$ cat src/rtl/mips_pkg.sv
// mips_pkg: shared widths, timeout default, memory-stage FSM states and the MEM/WB record.
package mips_pkg;
  localparam int DATA_W = 32;
  localparam int REG_W = 5;
  localparam int TIMEOUT_DEFAULT = 15;
  typedef enum logic {IDLE, WAIT} mem_state_e;
  typedef struct packed {
    logic              reg_write;
    logic              mem_to_reg;
    logic [DATA_W-1:0] read_data;
    logic [DATA_W-1:0] alu_result;
    logic [REG_W-1:0]  mux;
  } mem_wb_t;
endpackage

$ cat src/rtl/mem_wb_reg.sv
// mem_wb_reg: MEM/WB pipeline register with load enable and bubble insertion.
//   clk, reset (sync, active-low) | en_i loads d_i | bubble_i clears the control bits | q_o register contents
module mem_wb_reg
  import mips_pkg::*;
(
  input  logic    clk,
  input  logic    reset,
  input  logic    en_i,
  input  logic    bubble_i,
  input  mem_wb_t d_i,
  output mem_wb_t q_o
);
  mem_wb_t wb_q;
  // A bubble overrides only the control bits; data fields follow en_i.
  always_ff @(posedge clk)
    if (!reset) wb_q <= '0;
    else begin
      if (en_i) wb_q <= d_i;
      if (bubble_i) begin
        wb_q.reg_write <= 1'b0;
        wb_q.mem_to_reg <= 1'b0;
      end
    end
  assign q_o = wb_q;
endmodule

$ cat src/rtl/mem_stage.sv
// mem_stage: MIPS MEM stage with branch resolution, stalling data-bus access FSM, timeout and MEM/WB register.
//   clk, reset (sync, active-low) | EX/MEM controls and data in | PCSrc/BranchTarget to fetch, stall to EX/MEM
//   mem_req/we/addr/wdata, mem_rdata/ack data bus | *_Out MEM/WB outputs | bus_error sticky fault flag
module mem_stage
  import mips_pkg::*;
#(
  parameter int TIMEOUT_CYCLES = TIMEOUT_DEFAULT
) (
  input  logic              clk,
  input  logic              reset,
  input  logic              Branch,
  input  logic              MemRead,
  input  logic              MemtoReg,
  input  logic              MemWrite,
  input  logic              RegWrite,
  input  logic [DATA_W-1:0] Add,
  input  logic              Zero,
  input  logic [DATA_W-1:0] ALUResult,
  input  logic [DATA_W-1:0] ReadData2,
  input  logic [REG_W-1:0]  Mux,
  output logic              PCSrc,
  output logic [DATA_W-1:0] BranchTarget,
  output logic              stall,
  output logic              mem_req,
  output logic              mem_we,
  output logic [DATA_W-1:0] mem_addr,
  output logic [DATA_W-1:0] mem_wdata,
  input  logic [DATA_W-1:0] mem_rdata,
  input  logic              mem_ack,
  output logic              RegWrite_Out,
  output logic              MemtoReg_Out,
  output logic [DATA_W-1:0] ReadData_Out,
  output logic [DATA_W-1:0] ALUResult_Out,
  output logic [REG_W-1:0]  Mux_Out,
  output logic              bus_error
);
  localparam int CNT_W = $clog2(TIMEOUT_CYCLES + 1);
  mem_state_e state_q, state_d;
  logic [CNT_W-1:0] cnt_q, cnt_d;
  logic mem_req_q, mem_req_d, mem_we_q, mem_we_d, bus_error_q, bus_error_d;
  logic [DATA_W-1:0] mem_addr_q, mem_addr_d, mem_wdata_q, mem_wdata_d;
  logic access, aligned, start, misaligned, in_wait, timeout;
  mem_wb_t wb_d, wb_q;
  assign PCSrc = Branch & Zero;
  assign BranchTarget = Add;
  assign access = MemRead | MemWrite;
  assign aligned = ALUResult[1:0] == 2'b00;
  assign in_wait = state_q == WAIT;
  assign start = state_q == IDLE && access && aligned;
  assign misaligned = state_q == IDLE && access && !aligned;
  // mem_ack wins over an expiring counter in the same cycle.
  assign timeout = in_wait && !mem_ack && cnt_q == CNT_W'(TIMEOUT_CYCLES);
  assign stall = reset && (start || (in_wait && !mem_ack && !timeout));
  always_comb begin
    state_d = state_q;
    if (start) state_d = WAIT;
    else if (in_wait && (mem_ack || timeout)) state_d = IDLE;
    cnt_d = (in_wait && !mem_ack && !timeout) ? cnt_q + CNT_W'(1) : '0;
    mem_req_d = state_d == WAIT;
    mem_we_d = start ? MemWrite : mem_we_q;
    mem_addr_d = start ? ALUResult : mem_addr_q;
    mem_wdata_d = start ? ReadData2 : mem_wdata_q;
    bus_error_d = bus_error_q | misaligned | timeout;
  end
  always_ff @(posedge clk)
    if (!reset) begin
      state_q <= IDLE;
      cnt_q <= '0;
      mem_req_q <= 1'b0;
      mem_we_q <= 1'b0;
      mem_addr_q <= '0;
      mem_wdata_q <= '0;
      bus_error_q <= 1'b0;
    end else begin
      state_q <= state_d;
      cnt_q <= cnt_d;
      mem_req_q <= mem_req_d;
      mem_we_q <= mem_we_d;
      mem_addr_q <= mem_addr_d;
      mem_wdata_q <= mem_wdata_d;
      bus_error_q <= bus_error_d;
    end
  // An abandoned load must not write back; an abandoned ALU-style write-back still may.
  assign wb_d = '{
    reg_write:  timeout ? (RegWrite && !MemtoReg) : RegWrite,
    mem_to_reg: MemtoReg,
    read_data:  (in_wait && mem_ack && !mem_we_q) ? mem_rdata : '0,
    alu_result: ALUResult,
    mux:        Mux
  };
  mem_wb_reg u_mem_wb_reg (
    .clk      (clk),
    .reset    (reset),
    .en_i     (!stall),
    .bubble_i (stall || misaligned),
    .d_i      (wb_d),
    .q_o      (wb_q)
  );
  assign mem_req = mem_req_q;
  assign mem_we = mem_we_q;
  assign mem_addr = mem_addr_q;
  assign mem_wdata = mem_wdata_q;
  assign bus_error = bus_error_q;
  assign RegWrite_Out = wb_q.reg_write;
  assign MemtoReg_Out = wb_q.mem_to_reg;
  assign ReadData_Out = wb_q.read_data;
  assign ALUResult_Out = wb_q.alu_result;
  assign Mux_Out = wb_q.mux;
endmodule

$ cat config.mk
export PLATFORM = sky130hd
export DESIGN_NAME = mem_stage
export DESIGN_NICKNAME = d
export VERILOG_FILES = /design/src/rtl/mips_pkg.sv /design/src/rtl/mem_wb_reg.sv /design/src/rtl/mem_stage.sv
export SDC_FILE = /design/constraint.sdc
export NUM_CORES = 1
export LEC_CHECK = 0
export ABC_AREA = 1
export BUFFER_PORTS_ARGS = -buffer_cell sky130_fd_sc_hd__buf_2
export CAP_MARGIN = 20
export CELL_PAD_IN_SITES_DETAIL_PLACEMENT = 0
export CELL_PAD_IN_SITES_GLOBAL_PLACEMENT = 1
export CORE_MARGIN = 5
export CORE_UTILIZATION = 30
export DETAILED_ROUTE_END_ITERATION = 8
export GPL_TIMING_DRIVEN = 0
export PLACE_DENSITY = 0.8
export SETUP_SLACK_MARGIN = 0.02
export SLEW_MARGIN = 20
export SYNTH_ARGS = -nofsm -noshare
export SYNTH_HDL_FRONTEND = slang
export SYNTH_SLANG_ARGS = --single-unit
$ cat constraint.sdc
create_clock -name clk -period 2.24 [get_ports clk]
set_clock_uncertainty 0.2 [all_clocks]
set_input_delay 0.112 -clock clk [delete_from_list [all_inputs] [get_ports clk]]
set_output_delay 0.112 -clock clk [all_outputs]
set_load 0.05 [all_outputs]
* Yosys cells after proc, flatten, opt, wreduce, memory -nomap -nowiden
Index checks and enable logic that the tools add are counted.
** Operators by class
- Add/sub/neg operators :: 1
- Equal/unequal tests :: 1
- Mux-type cells :: 4
- Bitwise operators :: 6
- Reduce and logical (&&, ||, !) cells :: 23
** Operator list (number)
- $mux W32 :: 1
- $logic_and A1 B1 Y1 :: 11
- $logic_not A1 Y1 :: 5
- $add A4 B1 Y4 const B :: 1
- $eq A4 B4 Y1 const B :: 1
- $logic_or A1 B1 Y1 :: 3
- $mux W1 :: 3
- $or A1 B1 Y1 :: 3
- $logic_not A2 Y1 :: 1
- $not A1 Y1 :: 2
- $reduce_and A2 Y1 :: 1
- $reduce_bool A2 Y1 :: 1
- $reduce_or A2 Y1 :: 1
- $and A1 B1 Y1 :: 1
** Word-level totals
- Flip-flop bits (word level) :: 142
- Input port bits :: 142
- Output and inout port bits :: 172

* Depth between registers and ports, before layout
- Word-level depth :: 9
- Depth in mapped cells :: 8
- Depth with buffers taken out :: 7

* Modules after synthesis
Synthesis repeated with hierarchy kept, for this count alone.
** Second synthesis, totals
- Cell total of the unflattened synthesis :: 856
- Area total of the unflattened synthesis :: 5969.5 sq um
** By module, submodules not included
- mem_stage :: times used 1, cells each 547, area an instance 3430.8 sq um, sequential area each 1421.4 sq um
- mem_wb_reg :: times used 1, cells each 309, area an instance 2538.7 sq um, sequential area each 1421.4 sq um

* Worst setup path after synthesis
No wires, ideal clock.
- Path kind :: flip-flop to output port
- From :: reg, netlist name mem_req
- To :: out stall
- Arrival :: 1.642 ns
- Setup slack :: 0.286 ns
- Stages on the path, launching flop included :: 8
- Path buffers :: 1
- Path through :: dfxtp_1 inv_2 nor2_4 nand2_2 nand2_4 nand2_4 buf_2 inv_1
** RTL lines
- end, declared :: RTL line mem_stage.sv:23 : output logic stall,

* Final worst setup path
- From :: reg cnt_q[0]
- To :: out stall
** Between the ends
- Word-level cells in the longest chain between the ends :: 6
** RTL lines
- start, declared :: RTL line mem_stage.sv:39 : logic [CNT_W-1:0] cnt_q, cnt_d;
- start signal, assigned :: RTL line mem_stage.sv:76 : cnt_q <= cnt_d;
- $eq A4 B4 Y1 :: RTL line mem_stage.sv:52 : assign timeout = in_wait && !mem_ack && cnt_q == CNT_W'(TIMEOUT_CYCLES);
- $logic_and A1 B1 Y1 :: RTL line mem_stage.sv:52
- $logic_not A1 Y1 :: RTL line mem_stage.sv:53 : assign stall = reset && (start || (in_wait && !mem_ack && !timeout));
- $logic_and A1 B1 Y1 :: RTL line mem_stage.sv:53
- $logic_or A1 B1 Y1 :: RTL line mem_stage.sv:53
- $logic_and A1 B1 Y1 :: RTL line mem_stage.sv:53
Every way passes these cells.

==> results.json <==
{
  "status": "finished, violations left",
  "violations": "negative hold slack",
  "insertion_delay_ns": 0.41,
  "hold_path_depth": 3,
  "core_area_sq_mm": 0.0181,
  "syn_inst": 723,
  "ys_types": 25,
  "ys_seq_elements": 142,
  "hold_ws_ns": -0.00116,
  "post-route-min-period_ns": 2.06,
  "period_share": 0.918,
  "portBuffers": 280,
  "drc": 0,
  "slew_headroom": 0.612,
  "dp_hpwl_um": 13800,
  "start_util": 0.308,
  "die_w_um": 146,
  "min_to": "mem_req",
  "hold_violations": 1,
  "max_freq_ghz": 0.486,
  "viasPerCell": 4.28,
  "gp_congestion": 0.804,
  "required_ns": 1.93,
  "cts_sinks": 142,
  "wl_um": 19200,
  "cp_cell_sequence": "ha_1 -> nand3_2 -> nand2_2 -> nand2_4 -> nand2_8 -> inv_1 -> clkbuf_4",
  "setup_viol_count_final": 0,
  "antenna_found_initial": 0,
  "gr-total-overflow": 0,
  "yosysTopAreaCellShare": 0.511,
  "cts_root_buffer": "clkbuf_16",
  "tns_ns": 0,
  "r2r_start": "cnt_q[0]",
  "num_vias": 5886,
  "avgSynthCellArea_sq_um": 7.69,
  "antenna_cells": 0,
  "reg2reg_to": "u_mem_wb_reg.q_o[70]",
  "slowest_stage": "dfxtp_1",
  "final_common_cell": "buf_2",
  "layout_common_cells": "buf_2 (290), nor2_1 (177), dfxtp_1 (142)",
  "r2r_cells": 6,
  "track_usage": 0.176,
  "cp-start-kind": "flip-flop",
  "cp_max_fo": 14,
  "fin_ws_ns": 0.183,
  "final_net_count": 1276,
  "cts_buffer_depth": 2,
  "cellPowerDensity_mw_per_mm2": 829,
  "cts_buffers": 17,
  "num_rows": 49,
  "vdd_ir_drop_max_mv": 0.487,
  "pin_count": 314,
  "place_ws_ns": 0.364,
  "grt_setup_unrepaired": "false",
  "drtIter0Drc": 234,
  "wl_per_cell_um": 14.0,
  "p_clk_frac": 0.413,
  "path_class": "flip-flop to output port",
  "die_h_um": 146,
  "post-synth-top-area-cell": "dfxtp_1",
  "timing.reg2reg.setup_slack_ns": 0.32,
  "slowest_delay_ns": 0.32,
  "grt_max_degree": 18,
  "grt_pass1_wl_um": 30700,
  "worst_slew_pin_slew_ns": 0.581,
  "arrival_ns": 1.75,
  "ys_seq_area_frac": 0.511,
  "endpoint_kind": "output port",
  "postRouteAntennaNets": 0,
  "min-delay-start": "reset",
  "switching_share": 0.308,
  "share_comb_of_total_power": 0.216,
  "path_clk_slew_ns": 0.06,
  "cts_tree": "built",
  "ys_warn_count": 0,
  "drv_slew": 0,
  "p_leak_nw": 4.64,
  "yosys-top-cells-area": "dfxtp_1 (51%), nor2_1 (12%), o21ai_0 (10%)",
  "syn_nets": 866,
  "first_pass_iters": 5,
  "syn-cell-area_sq_mm": 0.00556,
  "power_switching_mw": 2.30,
  "seqPwrFrac": 0.371,
  "syn2layout_area_growth_pct": 62.0,
  "internal_power_mw": 5.17,
  "drive_gt1_frac": 0.332,
  "die-area_sq_mm": 0.0214,
  "cts.htree.levels": 4,
  "startpoint": "cnt_q[0]",
  "hold_path_class": "input port to flip-flop",
  "max-cap-violations": 0,
  "grt_pass1_vias": 5955
}
==> final cells by class <==
class,count,area (sq um)
multi-input cells,397,1830
inverters,106,398
fillers,1774,9070
flip-flops and latches,142,2840
repair buffers,392,2510
clock buffers,18,429
plain buffers,77,494
clock inverters,14,216
well taps,229,287
==> registers in the layout, indices dropped and copies added, names as in the netlist <==
signal / flops
mem_req: 1
bus_error: 1
cnt_q: 4
mem_we: 1
mem_addr: 32
mem_wdata: 32
u_mem_wb_reg.q_o: 71
==> cells by family (layout without fill, tap and decap cells) <==
group / after synthesis / after routing / synth area share
and+or+nand+nor: 199 / 199 / 0.148
AOI/OAI and AO/OA: 196 / 196 / 0.176
xor gates and xnor gates: 1 / 1 / 0.00157
buffers and inverters: 184 / 607 / 0.161
adders and majority gates: 1 / 1 / 0.00225
DFF: 142 / 142 / 0.511
==> metrics by stage <==
stage | hold slack, ns | instance area, sq um | total power [mW] | utilization | instances
floorplan | 0.0321 | 5560 | 3.88 | - | 723
global placement | 0.150 | 7250 | 4.29 | 0.401 | 1232
detailed placement | 0.151 | 7250 | 4.29 | 0.401 | 1232
CTS | 0.0451 | 8970 | 7.55 | 0.496 | 1371
global route | 0.0102 | 9010 | 7.78 | 0.498 | 1375
finish | -0.00116 | 9010 | 7.48 | 0.498 | 1375
==> Yosys cell counts <==
cell type,number
a21oi_1,65
buf_1,1
buf_2,12
buf_4,37
buf_6,7
clkbuf_1,21
dfxtp_1,142
ha_1,1
inv_1,105
inv_2,1
nand2_1,4
nand2_2,2
nand2_4,2
nand3_1,5
nand3_2,1
nand3_4,1
nand3b_1,1
nand4_1,2
nor2_1,177
nor2_4,2
nor3_1,1
o21ai_0,113
o21ai_1,18
or2_2,1
xnor2_1,1
==> worst max-delay path by stage <==
stage               endpoint  slack [ns]  cells after the start
detailed placement     stall        0.36                      8
floorplan              stall        0.29                      7
global route           stall        0.03                      7
CTS                    stall        0.05                      7
finish                 stall        0.18                      7
global placement       stall        0.36                      8
==> worst max-delay path, delay by kind of cell (launching register included) <==
kind | cells | cell delay [ns]
adder cells (fa/ha/maj) | 1 | 0.25
AND/OR/NAND/NOR | 4 | 0.44
buffers and inverters | 2 | 0.30
flip-flops | 1 | 0.32
==> power groups by stage <==
stage,clock (mW),combinational [mW],sequential (mW)
global placement,0,1.46,2.82
floorplan,0,0.473,3.40
finish,3.09,1.62,2.77
CTS,3.16,1.62,2.77
detailed placement,0,1.47,2.83
global route,3.25,1.73,2.79
==> timing repair <==
action,CTS,global route
gates resized for setup,0,2
pin swaps,0,1
buffers inserted,0,4
hold buffers,108,0
hold endpoints to repair,139,0
setup endpoints to repair,1,1
==> layer usage <==
metal	part of all wire	vias up	track usage
li1	-	3043	-
met1	0.42	2601	0.205
met2	0.49	209	0.305
met3	0.072	33	0.0558
met4	0.024	0	0.0659
met5	0	-	0
No activity file was read; power rests on OpenSTA's default activity.
